--- config.mk ---
export PLATFORM = sky130hd
export DESIGN_NAME = vmem_access_arbiter
export DESIGN_NICKNAME = d
export VERILOG_FILES = /design/src/rtl/vmem_access_arbiter.sv
export SDC_FILE = /design/constraint.sdc
export NUM_CORES = 1
export LEC_CHECK = 0
export BUFFER_PORTS_ARGS = -buffer_cell sky130_fd_sc_hd__buf_4
export CORE_MARGIN = 2
export CORE_UTILIZATION = 38
export DETAILED_ROUTE_END_ITERATION = 8
export GPL_ROUTABILITY_DRIVEN = 1
export GPL_TIMING_DRIVEN = 1
export PLACE_DENSITY_LB_ADDON = 0.08
export RECOVER_POWER = 50
export SLEW_MARGIN = 20
export SYNTH_ARGS = -nofsm -noshare
export SYNTH_HDL_FRONTEND = slang
export SYNTH_SLANG_ARGS = --single-unit
export TNS_END_PERCENT = 100
--- constraint.sdc ---
create_clock -name iClock -period 1.6 [get_ports iClock]
set_input_delay 0.08 -clock iClock [delete_from_list [all_inputs] [get_ports iClock]]
set_output_delay 0.08 -clock iClock [all_outputs]
set_load 0.02 [all_outputs]
--- src/rtl/vmem_access_arbiter.sv ---
// Single-port VMEM arbiter: GPU > DMA > CPU with a CPU anti-starvation override.
// Build macro VMEM_ARB_MODE3_LOCKOUT_EN blocks CPU memory traffic while iGpuMode == 3.
module vmem_access_arbiter #(
   parameter int ADDR_W       = 13,
   parameter int DATA_W       = 8,
   parameter int STARVE_LIMIT = 4
) (
   input  logic              iClock,
   input  logic              iReset,
   input  logic              iGpuReq,
   input  logic [ADDR_W-1:0] iGpuAddr,
   output logic              oGpuAck,
   output logic              oGpuRdValid,
   input  logic              iDmaReq,
   input  logic [ADDR_W-1:0] iDmaAddr,
   input  logic [DATA_W-1:0] iDmaData,
   output logic              oDmaAck,
   input  logic              iCpuReq,
   input  logic              iCpuWe,
   input  logic [ADDR_W-1:0] iCpuAddr,
   input  logic [DATA_W-1:0] iCpuData,
   output logic              oCpuAck,
   output logic              oCpuRdValid,
   output logic [DATA_W-1:0] oRdData,
   input  logic [1:0]        iGpuMode,
   output logic [ADDR_W-1:0] oMemAddr,
   output logic              oMemWe,
   output logic [DATA_W-1:0] oMemData,
   input  logic [DATA_W-1:0] iMemData
);
   localparam int               CNT_W      = $clog2(STARVE_LIMIT + 1);
   localparam logic [CNT_W-1:0] STARVE_MAX = CNT_W'(STARVE_LIMIT);

   logic [CNT_W-1:0]  r_starve;
   logic [ADDR_W-1:0] r_lastAddr;
   logic [DATA_W-1:0] r_rdHold;
   logic              r_gpuVld_p1;
   logic              r_cpuVld_p1;
   logic              r_cpuBlank_p1;

   logic              w_cpuLock;
   logic              w_override;
   logic              w_gpuWin;
   logic              w_dmaWin;
   logic              w_cpuWin;
   logic [DATA_W-1:0] w_rdOut;

`ifdef VMEM_ARB_MODE3_LOCKOUT_EN
   assign w_cpuLock = (iGpuMode == 2'd3);
`else
   // Mode input is kept on the port list but has no effect in this build.
   assign w_cpuLock = 1'b0 & (iGpuMode == 2'd3);
`endif

   assign w_override = iCpuReq & ~w_cpuLock & (r_starve == STARVE_MAX);

   always_comb begin
      w_gpuWin = 1'b0;
      w_dmaWin = 1'b0;
      w_cpuWin = 1'b0;
      if (!iReset) begin
         if (w_override)   w_cpuWin = 1'b1;
         else if (iGpuReq) w_gpuWin = 1'b1;
         else if (iDmaReq) w_dmaWin = 1'b1;
         else if (iCpuReq) w_cpuWin = 1'b1;
      end
   end

   // Grant stage: memory port follows the winner; address holds when idle or locked out.
   always_comb begin
      oMemAddr = r_lastAddr;
      oMemWe   = 1'b0;
      oMemData = '0;
      if (w_gpuWin) begin
         oMemAddr = iGpuAddr;
      end else if (w_dmaWin) begin
         oMemAddr = iDmaAddr;
         oMemWe   = 1'b1;
         oMemData = iDmaData;
      end else if (w_cpuWin && !w_cpuLock) begin
         oMemAddr = iCpuAddr;
         oMemWe   = iCpuWe;
         oMemData = iCpuData;
      end
   end

   assign oGpuAck = w_gpuWin;
   assign oDmaAck = w_dmaWin;
   assign oCpuAck = w_cpuWin;

   always_ff @(posedge iClock) begin
      if (iReset) begin
         r_starve      <= '0;
         r_lastAddr    <= '0;
         r_rdHold      <= '0;
         r_gpuVld_p1   <= 1'b0;
         r_cpuVld_p1   <= 1'b0;
         r_cpuBlank_p1 <= 1'b0;
      end else begin
         r_lastAddr    <= oMemAddr;
         r_gpuVld_p1   <= w_gpuWin;
         r_cpuVld_p1   <= w_cpuWin & ~iCpuWe;
         r_cpuBlank_p1 <= w_cpuWin & w_cpuLock;
         if (r_gpuVld_p1 | r_cpuVld_p1) r_rdHold <= w_rdOut;
         if (!iCpuReq || w_cpuWin)
            r_starve <= '0;
         else if (r_starve != STARVE_MAX)
            r_starve <= r_starve + 1'b1;
      end
   end

   // Return stage: a reset in this cycle swallows the pending valid.
   assign w_rdOut     = r_cpuBlank_p1 ? {DATA_W{1'b1}} : iMemData;
   assign oGpuRdValid = r_gpuVld_p1 & ~iReset;
   assign oCpuRdValid = r_cpuVld_p1 & ~iReset;
   assign oRdData     = (oGpuRdValid | oCpuRdValid) ? w_rdOut : r_rdHold;

endmodule

==> run metrics <==
fin. max-slew vios 0; crit share post-route 1.281; Crit path arrival time 1970 ps; Die H 69.23 µm; Critical Path RT 1520 ps; Ant. Diodes 0; RSZ-0062 raised after global routing yes; worst slew pin tran 551.8 ps; P_leak 1.555 nW; final hold violation count 0; GRT Total Usage 0.2463; nature of the critical path endpoint output port; fmax 487.9 MHz; site row count 23; initial antenna violation count 0; GPL Wtd Cong 0.8241; placed inst area 0.002733 mm²; Final #Nets 401; first-pass GRT wire length 9.515 mm; top cell type's share of synthesized area 0.3220; worst reg2reg path startpoint r_starve[0]; drt first-iter violations 99; Finished Cell Area 0.003329 mm²; Synth area leaders dfxtp_1, a211oi_2, o31ai_2; Worst Hold Endpoint r_lastAddr[1]; critical path launch point type flop; Seq pwr share 0.331; CTS tree built; Pwr per Cell Area 652.2 mW/mm²; clock-pin slew on the worst setup and hold paths 100 ps; chip width 69.23 µm; Clk pwr share 0.260; worst reg-to-reg path cell count 9; Avg Inst Size Synth 8.599 µm²; Net Count, Synth 261; drt via density 5.268; share of layout cells above drive strength 1 0.6972; clock sink count 26; internal power 1.513 mW; Buffers on Ports 103; vias in the first global route 1,958; Gate Count Post-Synth 188; antenna-violating nets left 0; synth unique cells 31; synth-to-layout area growth 106.0%; core area 0.004058 mm²; Num CTS Buffers 3; Yosys warning total 0; Initial Utilization 0.3984; total vias in the final route 1,986; register-to-register setup slack -140 ps; failing checks negative setup slack; GRT overflow 0; first-pass detailed-route iteration total 4; Max Fanout on Critical Path 9; HP Start iGpuAddr[1]; Tot Pwr 2.172 mW; Finish-stage setup viols 38; # Max-Cap Violations 0; IO Pins 106; slew margin rel. 0.6308; Reg2Reg Capture Point r_lastAddr[5]; clock root buffer clkbuf_8; routed wire length 6.372 mm; # DRC 0; Worst IR Drop VDD 0.5432 mV; clock period minus worst slack 2050 ps; worst skew pair latency 280 ps; number of synthesized register bits 26; mapped cell area 0.001617 mm²; Worst Path Class, Setup reg -> out; Switching Fraction 0.3032; CTS HTree Levels 1; commonest non-fill, non-tap cell in the layout buf_4; dpl hpwl 4.242 mm; Hold Path Depth 3; skew final 2.974 ps; die area 0.004792 mm²; Max clock buf depth 2; largest net degree at the start of global routing 16; most frequent cells in the layout buf_4, buf_6, dfxtp_1; post-synth top area cell dfxtp_1; final setup margin -449.5 ps; sequential share of the synthesized area 0.3220; status finished, violations left; Psw 0.6585 mW; fill count 268; DR WL/cell 16.90 µm; min-delay worst type in -> reg; combinational power share 0.408
[timing repair]
item / 4_1_cts / 5_1_grt
hold buffers: 1 / 0
gates cloned: 2 / 0
pin swaps: 13 / 14
resized for setup: 58 / 34
hold endpoints to repair: 1 / 0
setup buffers: 9 / 4
endpoints found under the setup margin: 46 / 46
[per-layer routing]
metal | track usage | part of all wire | vias up
li1 | - | - | 965
met1 | 0.3015 | 0.41 | 944
met2 | 0.4402 | 0.53 | 73
met3 | 0.05233 | 0.053 | 4
met4 | 0.05664 | 0.0088 | 0
met5 | 0 | 0 | -
[critical path, stage by stage, from the launching register on]
cell     delay, ps
dfxtp_2        360
inv_2           50
ha_4           150
and3_4         150
or3_4          390
buf_12         180
o21ai_4        160
o21ai_2         80
buf_4          160
[power groups by stage]
stage                     sequential (mW)  clock, mW  combinational, mW
after global placement              0.727          0              0.695
after CTS                           0.716      0.573              0.815
after global routing                0.724      0.600              0.934
after floorplan                     0.725          0              0.370
after detailed placement            0.730          0              0.705
final                               0.720      0.565              0.887
[flip-flops by register name, indices dropped and copies added (netlist names)]
register and flops:
r_starve 3, r_cpuVld_p1 1, r_gpuVld_p1 1, r_lastAddr 13, r_rdHold 8
[layout make-up]
class	count	area, µm²	share of cell area
tap	50	62.56	0.01879
multi-input combinational	142	1290	0.3874
timing repair inverter	2	32.53	0.009771
clock buffer	3	41.29	0.01240
sequential	26	525.5	0.1578
timing repair buffer	146	1306	0.3923
inverter	7	41.29	0.01240
clock inverter	1	30.03	0.009019
[how the worst max path moves through the flow]
stage | start | end | cells past startpoint
detailed placement | r_starve[0] | oMemAddr[9] | 8
global route | r_starve[0] | oMemAddr[8] | 12
floorplan | r_starve[0] | oMemAddr[8] | 8
finish | r_starve[0] | oMemAddr[3] | 8
global placement | r_starve[1] | oMemAddr[9] | 8
CTS | r_starve[0] | oMemAddr[4] | 9
[cells in the mapped netlist (all sizes together)]
library cell and number:
nand2 26, a21oi 8, and3 14, a31oi 1, clkbuf 7, clkinv 1, nand2b 2, o2bb2ai 1
mux2 8, or3 1, nor2 7, buf 6, nor2b 3, o21ai 34, o31ai 13, dfxtp 26
nor3 1, a211oi 13, inv 6, ha 2, a22o 8
[logic make-up (layout without fill, tap and decap cells)]
kind of cell	count (synthesis)	count (layout)	share of synthesized area
flip-flops	26	26	0.3220
adder cells (fa/ha/maj)	2	2	0.01548
AO/OA/AOI/OAI	78	78	0.3715
multiplexers	8	8	0.05573
buffers and inverters	20	159	0.07043
AND/OR/NAND/NOR	54	54	0.1649
[metrics by stage]
stage	setup TNS, ps	hold slack (ps)	setup WS [ps]	instances	util
final	-11030	9.631	-449.5	377	0.8205
after global routing	-13430	4.966	-513.5	377	0.8205
after floorplan	-1087	152.4	-53.00	188	-
after detailed placement	-4722	299.5	-192.6	357	0.6735
after CTS	-11120	28.08	-442.6	373	0.7838
after global placement	-3867	284.4	-168.9	357	0.6735
Note: power is estimated with default switching activity, not from simulation.
